File: src/rtl/alu_pkg.sv
// Shared ALU definitions: operation codes, RV32I opcodes and the issue payload.
// Used by alu_issue and its skid buffer.
package alu_pkg;

    localparam int DATA_W = 32;
    localparam int OP_W   = 4;

    localparam logic [OP_W-1:0] ALU_AND     = 4'b0000;
    localparam logic [OP_W-1:0] ALU_OR      = 4'b0001;
    localparam logic [OP_W-1:0] ALU_ADD     = 4'b0010;
    localparam logic [OP_W-1:0] ALU_SUB     = 4'b0011;
    localparam logic [OP_W-1:0] ALU_PASS1   = 4'b0101;
    localparam logic [OP_W-1:0] ALU_XOR     = 4'b0110;
    localparam logic [OP_W-1:0] ALU_EQ      = 4'b1000;
    localparam logic [OP_W-1:0] ALU_NE      = 4'b1001;
    localparam logic [OP_W-1:0] ALU_LT      = 4'b1010;
    localparam logic [OP_W-1:0] ALU_GE      = 4'b1011;
    localparam logic [OP_W-1:0] ALU_ILLEGAL = 4'b1111;

    localparam logic [6:0] OPC_RTYPE  = 7'b0110011;
    localparam logic [6:0] OPC_IALU   = 7'b0010011;
    localparam logic [6:0] OPC_BRANCH = 7'b1100011;
    localparam logic [6:0] OPC_LOAD   = 7'b0000011;
    localparam logic [6:0] OPC_STORE  = 7'b0100011;
    localparam logic [6:0] OPC_LUI    = 7'b0110111;
    localparam logic [6:0] OPC_JAL    = 7'b1101111;

    typedef struct packed {
        logic [DATA_W-1:0] srca;
        logic [DATA_W-1:0] srcb;
        logic [OP_W-1:0]   op;
    } alu_req_t;

    // An illegal request travels as a zero-operand ILLEGAL op so the ALU yields 0.
    function automatic alu_req_t illegal_req();
        alu_req_t r;
        r.srca = {DATA_W{1'b0}};
        r.srcb = {DATA_W{1'b0}};
        r.op   = ALU_ILLEGAL;
        return r;
    endfunction

endpackage

File: src/rtl/alu_issue_if.sv
// Upstream request / downstream ALU bus of the issue stage.
// master = the side that issues requests and consumes results, slave = alu_issue.
interface alu_issue_if #(
    parameter int DATA_WIDTH    = 32,
    parameter int OPCODE_LENGTH = 4
);
    logic                     in_valid;
    logic                     in_ready;
    logic [6:0]               opcode;
    logic [2:0]               funct3;
    logic [6:0]               funct7;
    logic [DATA_WIDTH-1:0]    rs1_data;
    logic [DATA_WIDTH-1:0]    rs2_data;
    logic [DATA_WIDTH-1:0]    imm;
    logic                     out_valid;
    logic                     out_ready;
    logic [DATA_WIDTH-1:0]    SrcA;
    logic [DATA_WIDTH-1:0]    SrcB;
    logic [OPCODE_LENGTH-1:0] Operation;

    modport master (
        output in_valid, opcode, funct3, funct7, rs1_data, rs2_data, imm, out_ready,
        input  in_ready, out_valid, SrcA, SrcB, Operation
    );

    modport slave (
        input  in_valid, opcode, funct3, funct7, rs1_data, rs2_data, imm, out_ready,
        output in_ready, out_valid, SrcA, SrcB, Operation
    );
endinterface

File: src/rtl/alu_issue_skid.sv
// Two-entry valid/ready skid buffer on alu_req_t; all outputs, including
// in_ready, come straight from flops.
module alu_issue_skid
    import alu_pkg::*;
(
    input  logic     clk,
    input  logic     rst_n,
    input  logic     in_valid,
    output logic     in_ready,
    input  alu_req_t in_data,
    output logic     out_valid,
    input  logic     out_ready,
    output alu_req_t out_data
);
    logic     main_v_r, skid_v_r, in_ready_r;
    alu_req_t main_d_r, skid_d_r;
    logic     main_v_s, skid_v_s;
    alu_req_t main_d_s, skid_d_s;

    // Next-state: skid drains into main first; otherwise input goes to main
    // when main is free or leaving, else parks in the skid entry.
    always_comb begin
        main_v_s = main_v_r;
        main_d_s = main_d_r;
        skid_v_s = skid_v_r;
        skid_d_s = skid_d_r;
        if (skid_v_r) begin
            if (out_ready) begin
                main_d_s = skid_d_r;
                skid_v_s = 1'b0;
            end else begin
                main_d_s = main_d_r;
            end
        end else if (in_valid) begin
            if (!main_v_r || out_ready) begin
                main_v_s = 1'b1;
                main_d_s = in_data;
            end else begin
                skid_v_s = 1'b1;
                skid_d_s = in_data;
            end
        end else begin
            if (out_ready) begin
                main_v_s = 1'b0;
            end else begin
                main_v_s = main_v_r;
            end
        end
    end

    // Buffer state; in_ready is precomputed so it never depends on out_ready combinationally.
    always_ff @(posedge clk or negedge rst_n) begin
        if (!rst_n) begin
            main_v_r   <= 1'b0;
            skid_v_r   <= 1'b0;
            in_ready_r <= 1'b1;
            main_d_r   <= {$bits(alu_req_t){1'b0}};
            skid_d_r   <= {$bits(alu_req_t){1'b0}};
        end else begin
            main_v_r   <= main_v_s;
            skid_v_r   <= skid_v_s;
            in_ready_r <= ~skid_v_s;
            main_d_r   <= main_d_s;
            skid_d_r   <= skid_d_s;
        end
    end

    assign in_ready  = in_ready_r;
    assign out_valid = main_v_r;
    assign out_data  = main_d_r;
endmodule

File: src/rtl/alu_issue.sv
// Issue stage in front of the ALU: decodes RV32I fields into an ALU op and operands.
// Optional feature macro: ALU_ISSUE_ILLEGAL_EN adds the sticky illegal_seen output.
module alu_issue
    import alu_pkg::*;
#(
    parameter int DATA_WIDTH    = 32,
    parameter int OPCODE_LENGTH = 4
) (
    input  logic         clk,
    input  logic         rst_n,
    alu_issue_if.slave   bus
`ifdef ALU_ISSUE_ILLEGAL_EN
    ,
    output logic         illegal_seen
`endif
);
    logic [OPCODE_LENGTH-1:0] op_s;
    logic [DATA_WIDTH-1:0]    srca_s, srcb_s;
    logic                     legal_s, use_imm_s;
    alu_req_t                 req_s, out_s;
    logic                     unused_funct7_s;

    assign unused_funct7_s = ^{bus.funct7[6], bus.funct7[4:0]};

    // Decode opcode/funct3/funct7[5] into an ALU op and operand-B source.
    always_comb begin
        op_s      = ALU_ILLEGAL;
        legal_s   = 1'b0;
        use_imm_s = 1'b0;
        case (bus.opcode)
            OPC_RTYPE: begin
                legal_s = 1'b1;
                case (bus.funct3)
                    3'b000:  op_s = bus.funct7[5] ? ALU_SUB : ALU_ADD;
                    3'b111:  op_s = ALU_AND;
                    3'b110:  op_s = ALU_OR;
                    3'b100:  op_s = ALU_XOR;
                    default: legal_s = 1'b0;
                endcase
            end
            OPC_IALU: begin
                legal_s   = 1'b1;
                use_imm_s = 1'b1;
                case (bus.funct3)
                    3'b000:  op_s = ALU_ADD;
                    3'b111:  op_s = ALU_AND;
                    3'b110:  op_s = ALU_OR;
                    3'b100:  op_s = ALU_XOR;
                    default: legal_s = 1'b0;
                endcase
            end
            OPC_BRANCH: begin
                legal_s = 1'b1;
                case (bus.funct3)
                    3'b000:  op_s = ALU_EQ;
                    3'b001:  op_s = ALU_NE;
                    3'b100:  op_s = ALU_LT;
                    3'b101:  op_s = ALU_GE;
                    default: legal_s = 1'b0;
                endcase
            end
            OPC_LOAD, OPC_STORE: begin
                legal_s   = 1'b1;
                use_imm_s = 1'b1;
                op_s      = ALU_ADD;
            end
            OPC_LUI, OPC_JAL: begin
                legal_s   = 1'b1;
                use_imm_s = 1'b1;
                op_s      = ALU_PASS1;
            end
            default: legal_s = 1'b0;
        endcase
        if (legal_s) begin
            srca_s = bus.rs1_data;
            srcb_s = use_imm_s ? bus.imm : bus.rs2_data;
        end else begin
            srca_s = {DATA_WIDTH{1'b0}};
            srcb_s = {DATA_WIDTH{1'b0}};
            op_s   = ALU_ILLEGAL;
        end
    end

    // Illegal requests collapse to the canonical zero-operand ILLEGAL payload.
    always_comb begin
        if (legal_s) begin
            req_s.srca = srca_s;
            req_s.srcb = srcb_s;
            req_s.op   = op_s;
        end else begin
            req_s = illegal_req();
        end
    end

    alu_issue_skid u_skid (
        .clk       (clk),
        .rst_n     (rst_n),
        .in_valid  (bus.in_valid),
        .in_ready  (bus.in_ready),
        .in_data   (req_s),
        .out_valid (bus.out_valid),
        .out_ready (bus.out_ready),
        .out_data  (out_s)
    );

    assign bus.SrcA      = out_s.srca;
    assign bus.SrcB      = out_s.srcb;
    assign bus.Operation = out_s.op;

`ifdef ALU_ISSUE_ILLEGAL_EN
    logic illegal_seen_r;

    // Sticky: set when an illegal request is accepted, cleared only by reset.
    always_ff @(posedge clk or negedge rst_n) begin
        if (!rst_n) begin
            illegal_seen_r <= 1'b0;
        end else if (bus.in_valid && bus.in_ready && !legal_s) begin
            illegal_seen_r <= 1'b1;
        end else begin
            illegal_seen_r <= illegal_seen_r;
        end
    end

    assign illegal_seen = illegal_seen_r;
`endif
endmodule
File: src/flat_wrapper.sv
// flat-port wrapper written by rule: the top's interface ports become plain ports
module alu_issue_flat import alu_pkg::*;
#(
    parameter int DATA_WIDTH    = 32,
    parameter int OPCODE_LENGTH = 4
)
  (clk, rst_n, bus_in_valid, bus_opcode, bus_funct3, bus_funct7, bus_rs1_data, bus_rs2_data, bus_imm, bus_out_ready, bus_in_ready, bus_out_valid, bus_SrcA, bus_SrcB, bus_Operation);
  alu_issue_if #(.DATA_WIDTH(DATA_WIDTH), .OPCODE_LENGTH(OPCODE_LENGTH)) bus_i ();
  input  logic clk;
  input  logic rst_n;
  input wire logic [$bits(bus_i.in_valid)-1:0] bus_in_valid;
  input wire logic [$bits(bus_i.opcode)-1:0] bus_opcode;
  input wire logic [$bits(bus_i.funct3)-1:0] bus_funct3;
  input wire logic [$bits(bus_i.funct7)-1:0] bus_funct7;
  input wire logic [$bits(bus_i.rs1_data)-1:0] bus_rs1_data;
  input wire logic [$bits(bus_i.rs2_data)-1:0] bus_rs2_data;
  input wire logic [$bits(bus_i.imm)-1:0] bus_imm;
  input wire logic [$bits(bus_i.out_ready)-1:0] bus_out_ready;
  output wire logic [$bits(bus_i.in_ready)-1:0] bus_in_ready;
  output wire logic [$bits(bus_i.out_valid)-1:0] bus_out_valid;
  output wire logic [$bits(bus_i.SrcA)-1:0] bus_SrcA;
  output wire logic [$bits(bus_i.SrcB)-1:0] bus_SrcB;
  output wire logic [$bits(bus_i.Operation)-1:0] bus_Operation;
  assign bus_i.in_valid = bus_in_valid;
  assign bus_i.opcode = bus_opcode;
  assign bus_i.funct3 = bus_funct3;
  assign bus_i.funct7 = bus_funct7;
  assign bus_i.rs1_data = bus_rs1_data;
  assign bus_i.rs2_data = bus_rs2_data;
  assign bus_i.imm = bus_imm;
  assign bus_i.out_ready = bus_out_ready;
  assign bus_in_ready = bus_i.in_ready;
  assign bus_out_valid = bus_i.out_valid;
  assign bus_SrcA = bus_i.SrcA;
  assign bus_SrcB = bus_i.SrcB;
  assign bus_Operation = bus_i.Operation;
  alu_issue #(.DATA_WIDTH(DATA_WIDTH), .OPCODE_LENGTH(OPCODE_LENGTH)) u_core (.clk(clk), .rst_n(rst_n), .bus(bus_i));
endmodule
File: config.mk
export PLATFORM = sky130hd
export DESIGN_NAME = alu_issue_flat
export DESIGN_NICKNAME = d
export VERILOG_FILES = /design/src/rtl/alu_pkg.sv /design/src/rtl/alu_issue_if.sv /design/src/rtl/alu_issue_skid.sv /design/src/rtl/alu_issue.sv /design/src/flat_wrapper.sv
export SDC_FILE = /design/constraint.sdc
export NUM_CORES = 1
export LEC_CHECK = 0
export BUFFER_PORTS_ARGS = -buffer_cell sky130_fd_sc_hd__buf_2
export CAP_MARGIN = 20
export CORE_AREA = 2 2 156 97
export DETAILED_ROUTE_END_ITERATION = 12
export DIE_AREA = 0 0 158 99
export PLACE_DENSITY = 0.76
export SKIP_LAST_GASP = 1
export SYNTH_ARGS = -nofsm -noshare
export SYNTH_HDL_FRONTEND = slang
export SYNTH_SLANG_ARGS = --single-unit
File: constraint.sdc
create_clock -name clk -period 1.7 [get_ports clk]
set_input_delay 0.255 -clock clk [delete_from_list [all_inputs] [get_ports clk]]
set_output_delay 0.255 -clock clk [all_outputs]
set_load 0.03 [all_outputs]
==> flow_metrics.env, run 1 <==
export IMPL_grt_pass1_wl_mm=29.4
export IMPL_p_seq_frac=0.423
export IMPL_diodes=0
export IMPL_setup_tns_final_ns=0
export IMPL_path_delay_family="simple AND/OR/NAND/NOR gates"
export IMPL_p_int_mw=6.14
export IMPL_fp_dieH_um=99
export IMPL_gp_congestion=0.803
export IMPL_grt_pass1_vias=5793
export IMPL_min_from="bus_rs1_data[31]"
export IMPL_skew_ns=0.0109
export IMPL_vias=5782
export IMPL_rsz0062_at_grt="no"
export IMPL_ys_top_cells_by_area="dfrtp_1, a221o_1, nand2_1, o21ai_0, and3_1"
export IMPL_routedWlPerCell_um=17.6
export IMPL_cts_tree="yes"
export IMPL_slowest_stage="dfrtp_2"
export IMPL_crit_type="flop to flop"
export IMPL_post_route_period_util=0.950
export IMPL_dieArea_um2=15600
export IMPL_fin_area_um2=8590
export IMPL_num_rows=34
export IMPL_viasPerCell=5.63
export IMPL_critPathCaptureType="flop"
export IMPL_crit_arrival_ns=1.90
export IMPL_worstReg2RegStart="u_core.u_skid.skid_v_r"
export IMPL_n_fill_cell=1207
export IMPL_syn_area_per_cell_um2=10.7
export IMPL_wl_met1_mm=8.41
export IMPL_powerDensity_nw_per_um2=1010
export IMPL_maxSlewHeadroom=0.532
export IMPL_clock_root_buffer="clkbuf_16"
export IMPL_synth_area_leader_cell="dfrtp_1"
export IMPL_wl_met3_mm=1.50
export IMPL_synth_cell_type_count=47
export IMPL_holdWs_ns=0.0826
export IMPL_worstPathRequired_ns=1.99
export IMPL_netlist_area_um2=6520
export IMPL_power_mw=8.69
export IMPL_pre_cts_slack_ns=-0.281
export IMPL_synthSimpleGateAreaFrac=0.144
export IMPL_port_buffers=180
export IMPL_path_cells="nor2b_1 -> nand3_2 -> buf_4 -> and2_1 -> a221o_1"
export IMPL_clk_latency_ns=0.41
export IMPL_grt_max_degree=48
export IMPL_worstSetupStartpointType="flop"
export IMPL_antenna_found_initial=0
export IMPL_drive_gt1_frac=0.370
export IMPL_worst_pin_slew_ns=0.702
export IMPL_drc=0
export IMPL_seq_area_frac_synth=0.534
export IMPL_ant_nets=0
export IMPL_syn_to_final_growth_pct=31.9
export IMPL_timing_final_ws_setup_ns=0.0847
export IMPL_drv_cap=0
export IMPL_critPathBufInv=1
export IMPL_numPlacedInstances=995
export IMPL_clock_path_buffers=2
export IMPL_slowest_delay_ns=0.48
export IMPL_synth_fa_ha_area_frac=0
export IMPL_hpwl_mm=12.2
export IMPL_synth_compound_area_share=0.233
export IMPL_netlist_instances=611
export IMPL_muxShareOfSynthArea=0.0522
export IMPL_topRoutingLayerUsed="met4"
export IMPL_power_frac_comb=0.173
export IMPL_post_dp_cell_area_um2=8030
export IMPL_coreArea_um2=14200
export IMPL_register_area_um2=3480
export IMPL_die_x_um=158
export IMPL_ys_ff_latch=139
export IMPL_fin_util=0.605
export IMPL_finalCriticalPeriod_ns=1.62
export IMPL_multi_input_area_um2=2820
export IMPL_numCtsBuffers=17
export IMPL_dr_wl_met2_mm=7.99
export IMPL_setup_viol=0
export IMPL_grt_ovfl_total=0
export IMPL_nets=934
export IMPL_synth_top_cell_area_share=0.530
export IMPL_synth_xor_area_frac=0
export IMPL_yosys_warnings=0
export IMPL_sw_frac_of_total=0.294
export IMPL_io_pins=187
export IMPL_start_util=0.459
export IMPL_synthFlopType="dfrtp_1"
export IMPL_routed_wl_mm=18.0
export IMPL_syn_nets=728
export IMPL_stdcell_count=1027
export IMPL_peakVddDrop_mv=0.544
export IMPL_clock_fmax_mhz=619
export IMPL_initialDrtViolationCount=381
export IMPL_p_leak_nw=4.42
export IMPL_critPathMaxFanout=17
export IMPL_synth_edf_count=0
export IMPL_h_tree_depth=4
export IMPL_final_max_slew_viol_count=0
export IMPL_clock_power_share=0.404
export IMPL_outcome="complete, no violations"
export IMPL_cts_sinks=139
export IMPL_synth_top_family_by_area="compound AO/OA/AOI/OAI gates"
export IMPL_dr_pass1_iters=4
export IMPL_startpoint="u_core.u_skid.skid_v_r"
export IMPL_p_switching_mw=2.55
export IMPL_synthArstFlopShare=1.00
export IMPL_groute_usage_overall=0.240
export IMPL_hold_viol=0
export IMPL_clk_pin_slew_ns=0.06
export IMPL_holdCritPathClass="input port to flop"
[cell usage after synthesis (all sizes together) (2+ instances only)]
master	count
and3	33
a22o	16
buf	10
inv	5
o21ai	60
or2	4
a21oi	29
mux2i	16
or3b	2
nor2b	4
and2	16
nand2	90
mux2	16
clkbuf	36
nand3b	3
nor2	29
nor4	2
nand3	2
dfrtp	138
o22ai	20
nor3	2
a221o	64
[power by group through the flow]
| stage | combinational [mW] | sequential (mW) | clock [mW] |
|---|---|---|---|
| 4_1_cts | 1.51 | 3.67 | 3.57 |
| 3_5_place_dp | 1.51 | 3.72 | 0 |
| 3_3_place_gp | 1.49 | 3.72 | 0 |
| 5_1_grt | 1.63 | 3.70 | 3.73 |
| 2_1_floorplan | 0.548 | 3.99 | 0 |
| 6_report | 1.50 | 3.68 | 3.51 |
[layer usage]
layer	track usage	up-vias
li1	-	2691
met1	0.337	2811
met2	0.374	263
met3	0.0624	17
met4	0.0589	0
met5	0	-
[sequential cells by signal (all words and copies together) (netlist names)]
register                 flops
u_core.u_skid.in_ready       1
u_core.u_skid.out_data      68
u_core.u_skid.out_valid      1
u_core.u_skid.skid_d_r      68
u_core.u_skid.skid_v_r       1
[placed cells by master (no fill, tap or decap), types with 2 or more instances in the layout]
master and n:
mux2i_1 16, a22o_1 16, buf_12 12, o22ai_2 10, o22ai_1 9, inv_1 5
dfrtp_1 137, inv_6 3, o21ai_1 2, a21oi_1 25, buf_4 39, clkinvlp_4 2
and3_1 33, and2_1 16, o21ai_0 57, clkbuf_16 17, clkinv_2 2, mux2_2 16
a221o_1 64, nor2_1 27, clkinv_4 4, nor2b_1 4, nand2_1 90, or3b_2 2
nor4_1 2, a21oi_2 4, or2_2 2, nor2_2 2, nand3b_1 3, buf_2 179
[logic make-up (layout without fill, tap and decap cells)]
family	after synthesis	after routing
buffers and inverters	51	269
muxes	32	32
AOI/OAI and AO/OA	197	197
and+or+nand+nor	192	192
DFF	139	139
[layout make-up]
class                      instances  area share
timing repair buffer             233       0.170
inverter                           5     0.00218
clock buffer                      19      0.0515
multi-input combinational        421       0.328
clock inverter                    12      0.0135
sequential                       139       0.405
tap                              198      0.0288
[timing repair]
action / 4_1_cts / 5_1_grt
hold buffers: 1 / 0
hold endpoints to repair: 36 / 0
gates resized for setup: 0 / 0
setup endpoints to repair: 0 / 0
buffers inserted: 0 / 0
[final timing paths]
path | endpoint | slack [ns] | depth (start not counted)
min reg2reg | u_core.u_skid.skid_d_r[66] | 0.48 | 2
min in group asynchronous | u_core.u_skid.out_data[47] | 0.32 | 2
max in group asynchronous | u_core.u_skid.out_data[3] | 0.74 | 3
min | u_core.u_skid.out_data[67] | 0.08 | 2
max reg2reg | u_core.u_skid.skid_d_r[10] | 0.08 | 5
max | u_core.u_skid.skid_d_r[10] | 0.08 | 5
Note: power is estimated with default switching activity, not from simulation.
==> inputs of run 2 (changes only) <==
==> constraint.sdc (replaced) <==
create_clock -name clk -period 1.7 [get_ports clk]
set_input_delay 0.085 -clock clk [delete_from_list [all_inputs] [get_ports clk]]
set_output_delay 0.085 -clock clk [all_outputs]
set_load 0.03 [all_outputs]
==> flow_metrics.env, run 2 (synthesized netlist as in run 1, its figures left out) <==
export IMPL_final_common_cell="buf_2"
export IMPL_routedWlPerCell_um=17.9
export IMPL_routed_wl_mm=19.5
export IMPL_n_fill_cell=1111
export IMPL_maxSlewHeadroom=0.686
export IMPL_critPathCaptureType="flop"
export IMPL_stdcell_count=1090
export IMPL_reg2reg_slack_ns=0.09
export IMPL_holdCritPathClass="input port to flop"
export IMPL_clk_pin_slew_ns=0.06
export IMPL_hold_viol=0
export IMPL_skew_ns=0.0117
export IMPL_final_cell_mix="buf_2, dfrtp_1, nand2_1"
export IMPL_cts_setup_buffers=0
export IMPL_io_pins=187
export IMPL_r2r_end="u_core.u_skid.skid_d_r[17]"
export IMPL_grt_ovfl_total=0
export IMPL_worstReg2RegStart="u_core.u_skid.skid_v_r"
export IMPL_finalCriticalPeriod_ns=1.61
export IMPL_post_route_period_util=0.948
export IMPL_nets=996
export IMPL_viasPerCell=5.61
export IMPL_post_dp_cell_area_um2=7960
export IMPL_cts_sinks=139
export IMPL_antenna_found_initial=0
export IMPL_num_rows=34
export IMPL_setup_viol=0
export IMPL_port_buffers=180
export IMPL_clock_fmax_mhz=620
export IMPL_worstPathRequired_ns=1.98
export IMPL_diodes=0
export IMPL_dr_pass1_iters=6
export IMPL_worstHoldEndpoint="u_core.u_skid.out_data[34]"
export IMPL_grt_max_degree=56
export IMPL_cts_tree="yes"
export IMPL_r2r_cells=5
export IMPL_peakVddDrop_mv=0.655
export IMPL_drc=0
export IMPL_worst_pin_slew_ns=0.471
export IMPL_coreArea_um2=14200
export IMPL_drive_gt1_frac=0.333
export IMPL_grt_pass1_vias=6313
export IMPL_crit_type="flop to flop"
export IMPL_grt_pass1_wl_mm=31.3
export IMPL_rsz0062_at_grt="yes"
export IMPL_crit_arrival_ns=1.89
export IMPL_fp_dieH_um=99
export IMPL_gp_congestion=0.824
export IMPL_numPlacedInstances=985
export IMPL_start_util=0.459
export IMPL_ant_nets=0
export IMPL_powerDensity_nw_per_um2=965
export IMPL_worstSetupStartpointType="flop"
export IMPL_p_leak_nw=4.68
export IMPL_fin_util=0.654
export IMPL_numCtsBuffers=17
export IMPL_final_max_slew_viol_count=0
export IMPL_clk_latency_ns=0.41
export IMPL_critPathMaxFanout=24
export IMPL_h_tree_depth=4
export IMPL_syn_to_final_growth_pct=42.5
export IMPL_initialDrtViolationCount=427
export IMPL_fin_area_um2=9290
export IMPL_die_x_um=158
export IMPL_holdPathStages=3
export IMPL_clock_path_buffers=2
export IMPL_min_from="bus_imm[30]"
export IMPL_outcome="complete, no violations"
export IMPL_groute_usage_overall=0.254
export IMPL_hpwl_mm=12.1
export IMPL_dieArea_um2=15600
export IMPL_power_mw=8.96
export IMPL_clock_root_buffer="clkbuf_16"
export IMPL_drv_cap=0
export IMPL_vias=6114
==> run 2: through the flow <==
stage          setup TNS, ns  worst slack [ns]  hold WS [ns]
2_1_floorplan              0            0.0242        -0.211
3_3_place_gp           -9.22            -0.273        0.0260
3_5_place_dp           -5.81            -0.148        0.0314
4_1_cts                    0            0.0368       0.00361
5_1_grt              -0.0261           -0.0261       0.00122
6_report                   0            0.0881        0.0204
==> run 2: critical path, cell delays in order (launching register included) <==
cell and delay (ns):
dfrtp_2 0.43, nor2b_1 0.19, nand3_2 0.15, buf_4 0.25, and2_1 0.18, a221o_1 0.28
==> run 2: area by class of cell <==
class	count	area, um2	share of cell area
tap	198	248	0.0267
inverter	5	18.8	0.00202
clock inverter	13	144	0.0155
sequential	139	3480	0.375
timing repair buffer	295	2130	0.229
multi-input combinational	421	2830	0.304
clock buffer	19	443	0.0477
==> run 2: timing repair <==
item | in CTS | in global routing
setup endpoints to repair | 0 | 11
hold buffers | 73 | 0
resized for setup | 0 | 2
endpoints found under the hold margin | 206 | 0
==> run 2: where the power goes <==
group	internal (mW)	switching [mW]	total [mW]
Clock	2.21	1.44	3.65
Sequential	3.54	0.134	3.67
Combinational	0.646	0.996	1.64
==> run 2: how the worst max path moves through the flow <==
stage                             from                         end  cells past startpoint  slack (ns)
4_1_cts         u_core.u_skid.skid_v_r  u_core.u_skid.out_data[56]                      4        0.04
3_5_place_dp             bus_opcode[2]  u_core.u_skid.out_data[23]                      8       -0.15
3_3_place_gp             bus_opcode[3]  u_core.u_skid.skid_d_r[34]                      6       -0.27
6_report        u_core.u_skid.skid_v_r  u_core.u_skid.skid_d_r[17]                      5        0.09
2_1_floorplan  u_core.u_skid.out_valid  u_core.u_skid.skid_d_r[10]                      4        0.02
5_1_grt         u_core.u_skid.skid_v_r  u_core.u_skid.out_data[23]                      5       -0.03
==> run 2: per-layer routing <==
| metal | global-route usage | up-vias | wire length [um] | share of wire |
|---|---|---|---|---|
| met5 | 0 | - | 0 | 0 |
| met4 | 0.0728 | 0 | 291 | 0.015 |
| met3 | 0.0730 | 29 | 1520 | 0.078 |
| met2 | 0.404 | 293 | 8870 | 0.46 |
| met1 | 0.342 | 2975 | 8800 | 0.45 |
| li1 | - | 2817 | - | - |
==> inputs of run 3 (changes only) <==
PLACE_DENSITY = 0.75   (was 0.76)
==> flow_metrics.env, run 3 (synthesized netlist as in run 1, its figures left out) <==
export IMPL_outcome="complete, no violations"
export IMPL_crit_arrival_ns=1.96
export IMPL_port_buffers=180
export IMPL_holdPathStages=3
export IMPL_rsz0062_at_grt="yes"
export IMPL_fp_dieH_um=99
export IMPL_critPathBufInv=2
export IMPL_path_cells="nand2_1 -> nand2_2 -> buf_4 -> or2_1 -> buf_12 -> o22ai_2"
export IMPL_nets=987
export IMPL_drv_cap=0
export IMPL_critPathMaxFanout=16
export IMPL_numCtsBuffers=17
export IMPL_grt_ovfl_total=0
export IMPL_clock_root_buffer="clkbuf_16"
export IMPL_p_switching_mw=2.71
export IMPL_crit_type="flop to flop"
export IMPL_power_frac_comb=0.180
export IMPL_worstSetupStartpointType="flop"
export IMPL_peakVddDrop_mv=0.637
export IMPL_drc=0
export IMPL_grt_max_degree=52
export IMPL_post_dp_cell_area_um2=7870
export IMPL_min_from="bus_rs2_data[17]"
export IMPL_skew_ns=0.00914
export IMPL_path_delay_family="simple AND/OR/NAND/NOR gates"
export IMPL_ant_nets=0
export IMPL_vias=6224
export IMPL_clock_power_share=0.414
export IMPL_start_util=0.459
export IMPL_num_rows=34
export IMPL_final_cell_mix="buf_2, dfrtp_1, nand2_1"
export IMPL_groute_usage_overall=0.270
export IMPL_p_seq_frac=0.406
export IMPL_r2r_cells=6
export IMPL_cts_setup_buffers=0
export IMPL_worstHoldEndpoint="u_core.u_skid.skid_d_r[21]"
export IMPL_gp_congestion=0.865
export IMPL_worst_pin_slew_ns=0.520
export IMPL_viasPerCell=5.76
export IMPL_clk_latency_ns=0.42
export IMPL_slowest_delay_ns=0.43
export IMPL_r2r_end="u_core.u_skid.out_data[26]"
export IMPL_cts_tree="yes"
export IMPL_cts_sinks=139
export IMPL_worstPathRequired_ns=2.03
export IMPL_hold_viol=0
export IMPL_grt_pass1_wl_mm=33.3
export IMPL_holdCritPathClass="input port to flop"
export IMPL_drive_gt1_frac=0.333
export IMPL_powerDensity_nw_per_um2=986
export IMPL_p_leak_nw=4.64
export IMPL_coreArea_um2=14200
export IMPL_fin_area_um2=9190
export IMPL_final_max_slew_viol_count=0
export IMPL_worstReg2RegStart="u_core.u_skid.out_valid"
export IMPL_initialDrtViolationCount=491
export IMPL_grt_pass1_vias=6660
export IMPL_dr_pass1_iters=5
export IMPL_h_tree_depth=4
export IMPL_setup_viol=0
export IMPL_io_pins=187
export IMPL_power_mw=9.06
export IMPL_maxSlewHeadroom=0.653
export IMPL_clock_path_buffers=2
export IMPL_clk_pin_slew_ns=0.06
export IMPL_syn_to_final_growth_pct=41.0
export IMPL_die_x_um=158
export IMPL_routedWlPerCell_um=18.8
export IMPL_sw_frac_of_total=0.299
export IMPL_p_int_mw=6.35
export IMPL_hpwl_mm=13.0
export IMPL_routed_wl_mm=20.4
export IMPL_antenna_found_initial=0
export IMPL_reg2reg_slack_ns=0.07
export IMPL_critPathCaptureType="flop"
export IMPL_dieArea_um2=15600
export IMPL_final_common_cell="buf_2"
export IMPL_slowest_stage="dfrtp_1"
export IMPL_post_route_period_util=0.959
export IMPL_finalCriticalPeriod_ns=1.63
export IMPL_clock_fmax_mhz=614
export IMPL_diodes=0
run 3: per-stage QoR:
step | setup slack (ns) | TNS, ns | util | cells | hold WS [ns]
global placement | -0.239 | -12.87 | 0.552 | 978 | 0.0491
global route | -0.0304 | -0.110 | 0.647 | 1081 | 0.00903
floorplan | 0.0242 | 0 | - | 611 | -0.211
CTS | -0.00515 | -0.00515 | 0.646 | 1081 | 0.00174
finish | 0.0703 | 0 | 0.647 | 1081 | 0.00486
detailed placement | -0.243 | -11.88 | 0.554 | 979 | 0.0572
run 3: timing repair:
item                       4_1_cts  5_1_grt
hold buffers                    70        0
pin swaps                        0        0
hold endpoints to repair       148        0
resized for setup                3        4
setup endpoints to repair       19       53
run 3: tightest hold or removal path, cell delays in order:
cell     delay, ns
buf_2         0.08
mux2i_1       0.07
o21ai_0       0.15
run 3: worst max-delay path by stage:
stage                                            end  cells after the start                    start  slack [ns]
after floorplan           u_core.u_skid.skid_d_r[10]                      4  u_core.u_skid.out_valid        0.02
after global placement    u_core.u_skid.out_data[23]                      6            bus_opcode[3]       -0.24
after detailed placement   u_core.u_skid.skid_d_r[4]                      5            bus_opcode[3]       -0.24
after CTS                 u_core.u_skid.skid_d_r[59]                      6   u_core.u_skid.skid_v_r      -0.005
after global routing      u_core.u_skid.skid_d_r[36]                      6   u_core.u_skid.skid_v_r       -0.03
final                     u_core.u_skid.out_data[26]                      6  u_core.u_skid.out_valid        0.07
run 3: power by group through the flow:
stage	clock network [mW]	registers, mW	logic [mW]
global route	3.95	3.70	1.76
floorplan	0	3.99	0.547
CTS	3.78	3.67	1.62
finish	3.75	3.68	1.63
global placement	0	3.72	1.43
detailed placement	0	3.73	1.49
run 3: cell type report:
type | instances | area [um2]
fill | 1154 | 5020
sequential | 139 | 3480
multi-input combinational | 421 | 2850
timing repair buffer | 286 | 2010
clock buffer | 17 | 425
tap | 198 | 248
clock inverter | 15 | 165
inverter | 5 | 18.8
run 3: layer usage:
layer  track usage  part of all wire  vias to the layer above
met5             0                 0                        -
met4         0.106             0.020                        0
met3        0.0660             0.073                       43
met2         0.441              0.48                      292
met1         0.348              0.43                     3100
li1              -                 -                     2789
